==> src/rtl/passcode_recorder.sv <==
// passcode_recorder
//   Captures an entry of NUM_KEYS distinct keys (values 1..NUM_KEYS) from
//   one-cycle keypad strobes. Out-of-range and repeated keys are rejected
//   with a pulse. A partial entry is dropped on clear or after TIMEOUT idle
//   cycles in capture. A complete entry commits atomically to passcode.
//
// Ports
//   Clk        clock, all state on posedge
//   Reset      asynchronous active-high reset
//   EN         capture enable; gates key_valid and freezes the timer
//   key_valid  one-cycle strobe qualifying key_val
//   key_val    key value
//   clear      synchronous abort of the partial entry, independent of EN
//   passcode   committed code, digit i at [i*KEY_W +: KEY_W]
//   seen_mask  bit k-1 set once key k is accepted in the current entry
//   count      keys accepted in the current entry
//   code_valid one-cycle pulse, passcode just updated
//   dup_err    one-cycle pulse, repeated key rejected
//   range_err  one-cycle pulse, key_val was 0 or above NUM_KEYS
//   timeout    one-cycle pulse, entry aborted by the idle timer
module passcode_recorder #(
    parameter int NUM_KEYS = 12,
    parameter int KEY_W    = 4,
    parameter int TIMEOUT  = 0
) (
    input  logic                          Clk,
    input  logic                          Reset,
    input  logic                          EN,
    input  logic                          key_valid,
    input  logic [KEY_W-1:0]              key_val,
    input  logic                          clear,
    output logic [NUM_KEYS*KEY_W-1:0]     passcode,
    output logic [NUM_KEYS-1:0]           seen_mask,
    output logic [$clog2(NUM_KEYS+1)-1:0] count,
    output logic                          code_valid,
    output logic                          dup_err,
    output logic                          range_err,
    output logic                          timeout
);

    localparam int CW = $clog2(NUM_KEYS + 1);
    // A disabled timer still needs a legal one-bit register.
    localparam int TW = (TIMEOUT > 0) ? $clog2(TIMEOUT + 1) : 1;
    localparam int PW = NUM_KEYS * KEY_W;

    localparam logic [KEY_W-1:0] KEY_MAX    = KEY_W'(NUM_KEYS);
    localparam logic [CW-1:0]    LAST_IDX   = CW'(NUM_KEYS - 1);
    localparam logic [TW-1:0]    TIMER_LAST = TW'((TIMEOUT > 0) ? TIMEOUT - 1 : 0);

    function automatic logic [PW-1:0] reset_code();
        logic [PW-1:0] c;
        c = '0;
        for (int unsigned i = 0; i < NUM_KEYS; i++) begin
            c[i*KEY_W +: KEY_W] = KEY_W'(i + 1);
        end
        return c;
    endfunction

    localparam logic [PW-1:0] RESET_CODE = reset_code();

    typedef enum logic {
        S_IDLE,
        S_CAPTURE
    } state_t;

    state_t              state_q;
    logic [PW-1:0]       buf_q;
    logic [PW-1:0]       passcode_q;
    logic [NUM_KEYS-1:0] seen_mask_q;
    logic [CW-1:0]       count_q;
    logic [TW-1:0]       timer_q;
    logic                code_valid_q;
    logic                dup_err_q;
    logic                range_err_q;
    logic                timeout_q;

    logic                key_ev_d;
    logic                in_range_d;
    logic [NUM_KEYS-1:0] key_bit_d;
    logic                dup_d;
    logic [PW-1:0]       commit_d;
    logic                timer_run_d;
    logic                timer_hit_d;

    always_comb begin
        key_ev_d   = key_valid & EN;
        in_range_d = (key_val != '0) && (key_val <= KEY_MAX);
        key_bit_d  = '0;
        if (in_range_d) begin
            key_bit_d = NUM_KEYS'(1) << (key_val - KEY_W'(1));
        end
        dup_d = |(seen_mask_q & key_bit_d);
        // Completed code: buffered digits plus the completing key in the top slot.
        commit_d = buf_q;
        commit_d[(NUM_KEYS-1)*KEY_W +: KEY_W] = key_val;
        timer_run_d = (TIMEOUT > 0) && (state_q == S_CAPTURE) && EN;
        // Hit on the edge that would take the idle count to TIMEOUT.
        timer_hit_d = timer_run_d && (timer_q == TIMER_LAST);
    end

    always_ff @(posedge Clk or posedge Reset) begin
        if (Reset) begin
            state_q      <= S_IDLE;
            buf_q        <= '0;
            passcode_q   <= RESET_CODE;
            seen_mask_q  <= '0;
            count_q      <= '0;
            timer_q      <= '0;
            code_valid_q <= 1'b0;
            dup_err_q    <= 1'b0;
            range_err_q  <= 1'b0;
            timeout_q    <= 1'b0;
        end else begin
            code_valid_q <= 1'b0;
            dup_err_q    <= 1'b0;
            range_err_q  <= 1'b0;
            timeout_q    <= 1'b0;

            if (clear) begin
                state_q     <= S_IDLE;
                buf_q       <= '0;
                seen_mask_q <= '0;
                count_q     <= '0;
                timer_q     <= '0;
            end else if (key_ev_d) begin
                timer_q <= '0;
                if (!in_range_d) begin
                    range_err_q <= 1'b1;
                end else if (dup_d) begin
                    dup_err_q <= 1'b1;
                end else if (count_q == LAST_IDX) begin
                    passcode_q   <= commit_d;
                    code_valid_q <= 1'b1;
                    state_q      <= S_IDLE;
                    buf_q        <= '0;
                    seen_mask_q  <= '0;
                    count_q      <= '0;
                end else begin
                    for (int unsigned i = 0; i < NUM_KEYS; i++) begin
                        if (count_q == CW'(i)) begin
                            buf_q[i*KEY_W +: KEY_W] <= key_val;
                        end
                    end
                    seen_mask_q <= seen_mask_q | key_bit_d;
                    count_q     <= count_q + CW'(1);
                    state_q     <= S_CAPTURE;
                end
            end else if (timer_hit_d) begin
                state_q     <= S_IDLE;
                buf_q       <= '0;
                seen_mask_q <= '0;
                count_q     <= '0;
                timer_q     <= '0;
                timeout_q   <= 1'b1;
            end else if (timer_run_d) begin
                // Below TIMER_LAST here, so the increment cannot wrap.
                timer_q <= timer_q + TW'(1);
            end
        end
    end

    assign passcode   = passcode_q;
    assign seen_mask  = seen_mask_q;
    assign count      = count_q;
    assign code_valid = code_valid_q;
    assign dup_err    = dup_err_q;
    assign range_err  = range_err_q;
    assign timeout    = timeout_q;

endmodule
==> config.mk <==
export PLATFORM = sky130hd
export DESIGN_NAME = passcode_recorder
export DESIGN_NICKNAME = d
export VERILOG_FILES = /design/src/rtl/passcode_recorder.sv
export SDC_FILE = /design/constraint.sdc
export NUM_CORES = 1
export LEC_CHECK = 0
export ABC_AREA = 1
export BUFFER_PORTS_ARGS = -buffer_cell sky130_fd_sc_hd__buf_2
export CAP_MARGIN = 15
export CORE_MARGIN = 1
export CORE_UTILIZATION = 35
export CTS_BUF_LIST = sky130_fd_sc_hd__clkbuf_2 sky130_fd_sc_hd__clkbuf_4 sky130_fd_sc_hd__clkbuf_8
export CTS_CLUSTER_DIAMETER = 200
export DETAILED_ROUTE_END_ITERATION = 10
export PLACE_DENSITY = 0.64
export SKIP_LAST_GASP = 1
export SLEW_MARGIN = 25
export SYNTH_ARGS = -nofsm -noshare
export SYNTH_HDL_FRONTEND = slang
export SYNTH_SLANG_ARGS = --single-unit
==> constraint.sdc <==
create_clock -name Clk -period 4.5 [get_ports Clk]
set_input_delay 0.45 -clock Clk [delete_from_list [all_inputs] [get_ports Clk]]
set_output_delay 0.45 -clock Clk [all_outputs]
set_load 0.03 [all_outputs]
* Word level (Yosys, flattened, before mapping)
Index checks and enable logic that the tools add are counted.
** Storage, ports and cells
- Memory bits (writable) :: 0
- Register bits :: 111
- Logic and storage cells :: 107
- Bits of input ports :: 9
- Memories kept :: 0
- Latch bits :: 0
- Bits in read-only memories :: 0
** Cells by class
- Add/sub/neg operators :: 2
- Reductions and logical operators :: 30
- Bitwise logic cells :: 5
- Equality and inequality tests :: 12
- Divide/modulo/power cells :: 0
- Shift-type cells :: 1
- Magnitude comparators :: 1
- Multiplexer cells :: 39
- Multipliers :: 0
** Operator list (count)
- two-way mux 44 bit :: 5
- two-way mux 12 bit :: 6
- two-way mux 4 bit :: 16
- AND reduction 4 bit :: 11
- nonzero test 3 bit :: 11
- equality test 4 x 3 -> 1 bit, second input constant :: 4
- equality test 4 bit, second input constant :: 4
- AND 12 bit :: 1
- two-way mux 1 bit :: 12
- OR 12 bit :: 1
- OR reduction 12 bit :: 1
- << shifter 1 x 4 -> 12 bit, first input constant :: 1
- equality test 4 x 2 -> 1 bit, second input constant :: 2
- AND reduction 5 bit :: 1
- adder 4 x 1 -> 4 bit, second input constant :: 1
- equality test 4 x 1 -> 1 bit, second input constant :: 1
- less-or-equal comparator 4 bit, second input constant :: 1
- logical NOT 4 bit :: 1
- nonzero test 2 bit :: 2
- nonzero test 4 bit :: 1
- subtractor 4 x 1 -> 4 bit, second input constant :: 1
- AND reduction 3 bit :: 1
- inequality test 2 bit, second input constant :: 1
- inverter 1 bit :: 2
- 2 further kinds :: 2

* Logic depth before layout (Yosys ltp)
Gate-level depths: netlist of run 1.
- Depth after elaboration :: 9
- Gate-level depth with buffers :: 14
- Depth with buffers taken out :: 11

* Worst setup path after synthesis of run 1
No wires, ideal clock.
- Path kind :: register to register
- Start point :: register count_q[1] (netlist: count[1])
- End point :: register buf_q[2]
- Path slack :: 2489 ps
- Required time :: 4383 ps
- Cell stages (with the launch flop) :: 12
- Arrival time :: 1894 ps
- Period minus slack after synthesis :: 2011 ps
- Path buffers :: 1
- Cell sequence :: dfrtp_1 ha_1 inv_1 nor2_4 inv_2 nand2_1 inv_1 buf_2 o21ai_1 nand3_1 nand2_1 nand2_1
** On the way
- Cells in the longest elaborated chain, start to end :: 6
- Elaborated cells between the ends (all ways) :: 9
** RTL lines
- from (decl) :: line 70 : logic [CW-1:0] count_q;
- from (signal assigned) :: line 145 : count_q <= count_q + CW'(1);
- equality test 4 bit
- two-way mux 44 bit :: line 131 : end else if (count_q == LAST_IDX) begin
- two-way mux 44 bit :: line 129 : end else if (dup_d) begin
- two-way mux 44 bit :: line 127 : if (!in_range_d) begin
- two-way mux 44 bit :: line 125 : end else if (key_ev_d) begin
- two-way mux 44 bit :: line 119 : if (clear) begin
- to (signal, indexed assignment) :: line 141 : buf_q[i*KEY_W +: KEY_W] <= key_val;
- to (decl) :: line 67 : logic [PW-1:0] buf_q;
Parallel ways exist; a longest one is shown, timed or not. The select of a mux whose other input is x is not followed.
A chain may end at the register's enable or synchronous reset.

* Final worst setup path of run 1
- Start point :: register count_q[1] (netlist: count[1])
- End point :: register buf_q[5]
Same word-level chain as after synthesis.

==> summary.md, run 1 <==
| Metric | Value |
|---|---|
| Seq/Total Area, Yosys | 53.73% |
| Cts repair resizes | 0 |
| Post-synthesis mux area share | 0% |
| Slew @ Worst Pin | 0.9269 ns |
| Busiest layer in global routing | met2 |
| N_diodes | 0 |
| Final antenna-violating net count | 0 |
| Met2 usage in global routing | 27.11% |
| Met1 Use GR | 24.73% |
| Worst EP required | 4.78 ns |
| Core area | 14530 um2 |
| Gate Count Post-Synth | 623 |
| Min Hold Slack | 0.2126 ns |
| Max-cap viol count | 0 |
| Yosys top cell by area | dfrtp_1 |
| Clock root cell | clkbuf_8 |
| Synth warn | 0 |
| P_int | 1.377 mW |
| F_max | 372.6 MHz |
| Status | completed |
| Top cell type's share of synthesized area | 42.66% |
| Psw | 498.8 uW |
| Final #Nets | 682 |
| Clk Latency, worst-skew pair | 0.39 ns |
| Share of cells above drive strength 1 | 20.92% |
| Switching share of power | 26.59% |
| Clk slew on worst S/H paths | 0.10 ns |
| Cell variety after synth | 27 |
| Crit Path Class | reg -> reg |
| Top post-synthesis cells by area | dfrtp_1 43%, nand2_1 16%, nand4_1 13%, dfstp_2 11%, nand3_1 3.5% |
| Layout overhead on the synthesized area | 12.99% |
| Reg power frac | 57.4% |
| Leakage power total | 3.236 nW |
| Arrival time worst endpoint | 2.96 ns |
| RSZ-0062 raised after global routing | no |
| H-tree depth | 3 |
| Met3 usage | 3.709% |
| Starting density of the core | 35.92% |
| Setup repair bufs after CTS | 0 |
| Std-Cell Rows | 44 |
| Hold buffers post-CTS | 0 |
| Overall power after layout | 1.876 mW |
| Post-Synth Adder-Cell Area | 0.9585% |
| Pwr per Cell Area | 318.0 nW/um2 |
| Setup-failing EPs final | 0 |
| Max clock buf depth | 2 |
| Via count | 4422 |
| Synth Register Bits | 111 |
| Antenna violations before repair | 0 |
| Period utilisation layout | 59.64% |
| Comb pwr share | 8.9% |
| Residual DRC | 0 |
| Pre-CTS setup slack | 1.530 ns |
| Total CTS buffers | 9 |
| Setup crit end kind | flip-flop |
| Die area | 15410 um2 |
| Final wirelength | 12340 um |
| Routed vias/inst | 5.154 |
| Synth Area in Compound Gates | 2.468% |
| Die Y | 124.1 um |
| Max-slew violation count | 0 |
| Final Util | 40.59% |
| CTS Sinks | 111 |
| Global route overflow | 0 |
| Tightest Hold Check Type | in -> async |
| Setup ws final | 1.816 ns |
| Port Buffers | 75 |
| First-pass DRT Iterations | 4 |
| Fin crit period | 2.684 ns |
| Largest net degree at the start of global routing | 69 |
| First-pass GRT wire length | 21300 um |
| Syn Area/Cell | 8.381 um2 |
| Wirelength per Cell | 14.39 um |
| Final hold vios | 0 |
| Post-Syn Nets | 636 |
| VDD IR max | 114.9 uV |
| Clock Power Share | 33.7% |
| Top Ports | 77 |
| TritonCTS clock tree | built |
| Critical Path Start Type | flip-flop |
| Initial DRC count | 281 |
| Mapped Area | 5221 um2 |
| Fin Clk Skew | 0.009344 ns |
| Number of global-route vias before repair | 4251 |
| Maximum fanout along the worst path | 26 |
| Worst slew margin | 37.98% |
| Placed wire-length estimate | 8184 um |
| Die Wd | 124.1 um |
| Final Wtd Congestion | 0.8357 |
| Setup TNS | 0 ns |
| Simple logic cell fraction of the synthesized area | 36.57% |
| Synth Area in XOR/XNOR | 0.1677% |
| All-layer global routing usage | 17.62% |
| Largest family of logic cells by synthesized area | simple AND/OR/NAND/NOR gates |
==> synth_stat cells <==
cell      count
a21oi_1       9
buf_1         3
buf_2        24
buf_4         3
clkbuf_1     17
clkinv_1      1
conb_1        1
dfrtp_1      89
dfstp_2      22
ha_1          4
inv_1        19
inv_2         6
nand2_1     225
nand2_2       3
nand3_1      36
nand3_2       2
nand4_1     110
nor2_1       30
nor2_2        1
nor2_4        1
nor3_1        1
nor3_4        1
o21ai_0       2
o21ai_1       6
o21ai_2       5
or2_2         1
xor2_1        1
==> worst max-delay path: stages, from the launching register on <==
cell,delay [ns]
dfrtp_1,0.49
ha_1,0.24
inv_1,0.09
nor2_4,0.56
inv_2,0.07
nand2_1,0.17
inv_1,0.25
o21ai_0,0.28
nand3_1,0.23
nand2_1,0.13
nand2_1,0.05
==> placed cells by master, fill, tap and decap left out, drive strengths merged, types with 4 or more instances in the layout <==
| master | synthesis | routed |
|---|---|---|
| inv | 25 | 25 |
| o21ai | 13 | 13 |
| dfstp | 22 | 22 |
| nand4 | 110 | 110 |
| a21oi | 9 | 9 |
| nand3 | 38 | 38 |
| ha | 4 | 4 |
| nand2 | 228 | 228 |
| nor2 | 32 | 32 |
| buf | 30 | 82 |
| clkbuf | 17 | 12 |
| dfrtp | 89 | 89 |
==> power by group through the flow <==
stage	Clock, mW	Sequential [mW]	Combinational (mW)
5_1_grt	0.685	1.08	0.195
3_3_place_gp	0	1.10	0.159
6_report	0.631	1.08	0.167
2_1_floorplan	0	1.09	0.124
4_1_cts	0.647	1.08	0.170
3_5_place_dp	0	1.09	0.169
==> worst paths after layout <==
check | to | from | slack (ns) | depth (start not counted)
min in group Clk | range_err | clear | 0.26 | 2
setup / recovery | buf_q[5] | count[1] | 1.82 | 10
hold / removal | passcode[7] | Reset | 0.21 | 2
setup reg to reg | buf_q[5] | count[1] | 1.82 | 10
hold reg to reg | passcode[8] | passcode[8] | 0.46 | 2
max in group asynchronous | passcode[41] | Reset | 3.23 | 3
==> stage by stage <==
step	cell area, um2	std cells
3_3_place_gp	5664	841
5_1_grt	5899	858
4_1_cts	5899	858
2_1_floorplan	5221	623
6_report	5899	858
3_5_place_dp	5692	842
==> cell families after synthesis <==
family / Yosys count
AOI/OAI and AO/OA: 22
other: 1
and+or+nand+nor: 411
adders and majority gates: 4
DFF: 111
xor gates and xnor gates: 1
buffers and inverters: 73
==> per-layer routing <==
| layer | part of all wire, % | vias up |
|---|---|---|
| met5 | 0 | - |
| li1 | - | 2206 |
| met3 | 4.9 | 7 |
| met1 | 49 | 2127 |
| met2 | 45 | 82 |
| met4 | 0.69 | 0 |
==> sequential cells by signal, indices dropped and copies added, names as in the netlist <==
| name | flops |
|---|---|
| buf_q | 44 |
| count | 4 |
| seen_mask | 12 |
| dup_err | 1 |
| range_err | 1 |
| code_valid | 1 |
| passcode | 48 |
==> layout make-up <==
type                            count  area (um2)
Clock buffer                       12       152.6
Clock inverter                      4       55.05
Fill cell                        1524        8635
Inverter                           26       100.1
Multi-Input combinational cell    439        2108
Sequential cell                   111        2805
Tap cell                          184       230.2
Timing Repair Buffer               82       447.9
(Power assumes the default switching activity.)
==> run 2, diff against run 1 <==
==> constraint.sdc (replaced) <==
create_clock -name Clk -period 2.7 [get_ports Clk]
set_input_delay 0.27 -clock Clk [delete_from_list [all_inputs] [get_ports Clk]]
set_output_delay 0.27 -clock Clk [all_outputs]
set_load 0.03 [all_outputs]
==> summary.md, run 2 (synthesis gave the netlist of run 1 again) <==
| Metric | Value |
|---|---|
| Final hold vios | 0 |
| Fill count | 1504 |
| Max-slew violation count | 0 |
| Std-Cell Rows | 44 |
| Routed vias/inst | 5.186 |
| Arrival time worst endpoint | 2.42 ns |
| First-pass DRT Iterations | 6 |
| First-pass GRT wire length | 20410 um |
| Total CTS buffers | 9 |
| Commonest non-fill, non-tap cell in the layout | nand2_1 |
| Max-cap viol count | 0 |
| Global route overflow | 0 |
| Overall power after layout | 3.119 mW |
| Hold buffers post-CTS | 0 |
| Largest net degree at the start of global routing | 63 |
| Clk slew on worst S/H paths | 0.10 ns |
| Tightest Hold Check Type | in -> async |
| Cts repair resizes | 0 |
| Setup crit end kind | flip-flop |
| Crit Path Class | reg -> reg |
| Final Wtd Congestion | 0.8932 |
| Pwr per Cell Area | 521.7 nW/um2 |
| Status | completed |
| Total area of sequential cells | 2805 um2 |
| Clk Latency, worst-skew pair | 0.37 ns |
| Most frequent cells in the layout | 225 x nand2_1, 110 x nand4_1, 89 x dfrtp_1 |
| Die Y | 124.1 um |
| Reg power frac | 57.5% |
| All-layer global routing usage | 16.91% |
| Placed wire-length estimate | 8631 um |
| Leakage power total | 3.286 nW |
| TritonCTS clock tree | built |
| Slew @ Worst Pin | 0.8151 ns |
| Port Buffers | 75 |
| Clock root cell | clkbuf_8 |
| Via count | 4496 |
| RSZ-0062 raised after global routing | no |
| Clock Power Share | 33.2% |
| Worst EP required | 2.96 ns |
| Top Ports | 77 |
| Min Hold Slack | 0.04098 ns |
| Setup TNS | 0 ns |
| Setup repair bufs after CTS | 0 |
| Psw | 797.7 uW |
| Worst slew margin | 45.54% |
| Residual DRC | 0 |
| Final wirelength | 12600 um |
| Maximum fanout along the worst path | 62 |
| VDD IR max | 202.7 uV |
| H-tree depth | 3 |
| Period utilisation layout | 79.91% |
| Fin Clk Skew | 0.01149 ns |
| N_diodes | 0 |
| Setup-failing EPs final | 0 |
| Number of global-route vias before repair | 4095 |
| Wirelength per Cell | 14.53 um |
| Die Wd | 124.1 um |
| Max clock buf depth | 2 |
| Final Util | 41.13% |
| Final #Nets | 692 |
| CTS Sinks | 111 |
| Fin crit period | 2.157 ns |
| Switching share of power | 25.58% |
| P_int | 2.321 mW |
| Comb pwr share | 9.2% |
| Die area | 15410 um2 |
| Footprint of the multi-input gates | 2108 um2 |
| Initial DRC count | 349 |
| Layout overhead on the synthesized area | 14.50% |
| Core area | 14530 um2 |
| Critical Path Start Type | flip-flop |
| Starting density of the core | 35.92% |
| Final antenna-violating net count | 0 |
| F_max | 463.5 MHz |
| Share of cells above drive strength 1 | 21.96% |
| Max FFs per register | 48 |
| Antenna violations before repair | 0 |
==> run 2: power by group through the flow <==
stage / Sequential (mW) / Clock, mW / Combinational [mW]
final: 1.79 / 1.04 / 0.288
after global routing: 1.80 / 1.13 / 0.326
after CTS: 1.79 / 1.06 / 0.292
after detailed placement: 1.83 / 0 / 0.291
after global placement: 1.82 / 0 / 0.280
after floorplan: 1.82 / 0 / 0.207
==> run 2: critical path: stages, from the launching register on <==
cell,delay (ns)
dfrtp_1,0.48
ha_1,0.23
inv_1,0.09
nor2_4,0.13
buf_4,0.53
nand3_2,0.15
buf_4,0.26
nand2_1,0.10
nand2_1,0.05
==> run 2: worst paths after layout <==
kind                              startpoint            to  slack [ns]  cells past startpoint
max in group asynchronous              Reset  passcode[35]        1.84                      3
min in group Clk                       clear     range_err        0.11                      2
worst min-delay path                   Reset  passcode[11]        0.04                      2
worst min register to register  passcode[31]  passcode[31]        0.47                      2
worst max-delay path                count[0]  passcode[19]        0.54                      8
worst max register to register      count[0]  passcode[19]        0.54                      8
==> run 2: final cells by class <==
type	instances	area share [%]
inverter	26	1.695
tap	184	3.851
clock inverter	2	0.6488
sequential	111	46.92
multi-input combinational	439	35.27
timing repair buffer	92	8.832
clock buffer	13	2.784
==> run 2: per-stage QoR <==
stage | worst slack, ns | area [um2] | cells
after detailed placement | 0.5667 | 5773 | 852
after floorplan | 0.6887 | 5225 | 623
after global placement | 0.6196 | 5773 | 852
after global routing | 0.3485 | 5978 | 867
final | 0.5426 | 5978 | 867
after CTS | 0.5484 | 5978 | 867
==> run 2: metal layers <==
metal	part of all wire (%)	wire length [um]	global-route usage (%)	vias up
li1	-	-	-	2221
met1	48	6048	23.32	2151
met2	46	5762	27.04	113
met3	5.4	683	2.656	11
met4	0.81	102	5.655	0
met5	0	0	0	-
==> run 3, diff against run 2 <==
--- a/config.mk
+++ b/config.mk
@@ -13,7 +13,7 @@
 export CTS_BUF_LIST = sky130_fd_sc_hd__clkbuf_2 sky130_fd_sc_hd__clkbuf_4 sky130_fd_sc_hd__clkbuf_8
 export CTS_CLUSTER_DIAMETER = 200
 export DETAILED_ROUTE_END_ITERATION = 10
-export PLACE_DENSITY = 0.64
+export PLACE_DENSITY = 0.66
 export SKIP_LAST_GASP = 1
 export SLEW_MARGIN = 25
 export SYNTH_ARGS = -nofsm -noshare
==> constraint.sdc (replaced) <==
create_clock -name Clk -period 1.93 [get_ports Clk]
set_input_delay 0.193 -clock Clk [delete_from_list [all_inputs] [get_ports Clk]]
set_output_delay 0.193 -clock Clk [all_outputs]
set_load 0.03 [all_outputs]
==> summary.md, run 3 (synthesis gave the netlist of run 1 again) <==
| Metric | Value |
|---|---|
| Tightest Hold Check Type | in -> reg |
| Max clock buf depth | 2 |
| Final Wtd Congestion | 0.8459 |
| Max-cap viol count | 0 |
| Worst slew margin | 58.74% |
| Largest net degree at the start of global routing | 52 |
| Hold Startpoint | clear |
| Met2 usage in global routing | 25.79% |
| Core area | 14530 um2 |
| Layout overhead on the synthesized area | 19.41% |
| Cells on worst reg2reg path | 8 |
| Final wirelength | 12490 um |
| Global route overflow | 0 |
| Std-Cell Rows | 44 |
| Via count | 4414 |
| Final Util | 42.90% |
| CTS Sinks | 111 |
| Initial DRC count | 264 |
| Total CTS buffers | 9 |
| Share of cells above drive strength 1 | 24.47% |
| Slew @ Worst Pin | 0.6177 ns |
| Fin Clk Skew | 0.01535 ns |
| Setup-failing EPs final | 0 |
| TritonCTS clock tree | built |
| Setup repair bufs after CTS | 0 |
| Die area | 15410 um2 |
| Min Hold Slack | 0.02098 ns |
| Status | completed |
| First-pass DRT Iterations | 5 |
| Final hold vios | 0 |
| Final #Nets | 711 |
| Setup TNS | 0 ns |
| Antenna violations before repair | 0 |
| Critical Path Start Type | flip-flop |
| Fill count | 1495 |
| Fin crit period | 1.747 ns |
| Sink of the worst hold path | range_err |
| Commonest non-fill, non-tap cell in the layout | nand2_1 |
| Placed wire-length estimate | 8772 um |
| Wirelength per Cell | 14.08 um |
| Period utilisation layout | 90.53% |
| Routed vias/inst | 4.976 |
| Arrival time worst endpoint | 2.02 ns |
| Worst EP required | 2.20 ns |
| Clk slew on worst S/H paths | 0.11 ns |
| Met3 usage | 3.617% |
| Crit Path Class | reg -> reg |
| Overall power after layout | 4.533 mW |
| Met1 Use GR | 25.48% |
| Non-Filler Instances | 887 |
| Number of global-route vias before repair | 4215 |
| Internal reg-to-reg setup slack | 0.18 ns |
| Top Ports | 77 |
| Inst Count DP | 870 |
| RSZ-0062 raised after global routing | no |
| Residual DRC | 0 |
| Clock root cell | clkbuf_8 |
| Busiest layer in global routing | met2 |
| H-tree depth | 3 |
| Max FFs per register | 48 |
| Pwr per Cell Area | 727.0 nW/um2 |
| N_diodes | 0 |
| Port Buffers | 75 |
| Leakage power total | 3.418 nW |
| F_max | 572.3 MHz |
| Die Y | 124.1 um |
| Worst r2r src | count[0] |
| R2R Path End | buf_q[0] |
| Setup crit end kind | flip-flop |
| Max-slew violation count | 0 |
| First-pass GRT wire length | 20910 um |
| Die Wd | 124.1 um |
| Worst hold stages | 2 |
| Starting density of the core | 35.92% |
| All-layer global routing usage | 17.37% |
| Clk Latency, worst-skew pair | 0.39 ns |
| VDD IR max | 310.7 uV |
| Most frequent cells in the layout | 225 x nand2_1, 110 x nand4_1, 87 x dfrtp_1 |
| Final antenna-violating net count | 0 |
| Maximum fanout along the worst path | 5 |
[run 3: cell types whose count changed in the layout (fill, tap and decap cells not counted), sizes merged]
cell / before / now
clkbuf: 13 / 10
buf: 92 / 110
clkinv: 1 / 2
dlygate4sd3: 0 / 1
inv: 25 / 27
bufinv: 1 / 2
[run 3: cell type report]
type | count | area (um2) | area share [%]
Clock inverter | 6 | 91.34 | 1.465
Multi-Input combinational cell | 439 | 2108 | 33.81
Tap cell | 184 | 230.2 | 3.693
Sequential cell | 111 | 2808 | 45.03
Timing Repair Buffer | 111 | 764.5 | 12.26
Clock buffer | 10 | 131.4 | 2.107
Inverter | 26 | 101.3 | 1.626
[run 3: worst max path at each step]
| stage | cells after the start | from | to | slack (ns) |
|---|---|---|---|---|
| after floorplan | 11 | count[1] | buf_q[2] | 0.04 |
| after global placement | 8 | count[0] | passcode[28] | 0.20 |
| after detailed placement | 10 | count[0] | buf_q[5] | 0.11 |
| after CTS | 10 | count[0] | buf_q[7] | 0.08 |
| after global routing | 8 | count[0] | buf_q[1] | 0.01 |
| final | 8 | count[0] | buf_q[0] | 0.18 |
[run 3: timing repair]
item                                   4_1_cts  5_1_grt
gates resized for setup                      0        3
setup endpoints to repair                    0       27
hold buffers                                 1        0
endpoints found under the hold margin       16        0
[run 3: critical path: stages, from the launching register on]
cell and delay, ns:
dfrtp_2 0.43, buf_4 0.16, inv_1 0.09, ha_1 0.16, inv_1 0.08, o21ai_1 0.36
nand3_1 0.22, nand2_1 0.10, nand2_1 0.05
[run 3: where the power goes]
| part | switching, mW | internal, mW |
|---|---|---|
| logic | 0.299 | 0.145 |
| registers | 0.0693 | 2.44 |
| clock network | 0.822 | 0.759 |
[run 3: routing by layer]
metal / vias to the layer above / routed length [um]
met5: - / 0
met4: 0 / 130
met3: 10 / 580
met2: 96 / 5482
met1: 2053 / 6295
li1: 2255 / -
[run 3: through the flow]
step / setup slack, ns / area (um2)
after detailed placement: 0.1149 / 5998
final: 0.1828 / 6235
after CTS: 0.08403 / 6231
after floorplan: 0.03720 / 5228
after global placement: 0.1962 / 5998
after global routing: 0.01158 / 6235
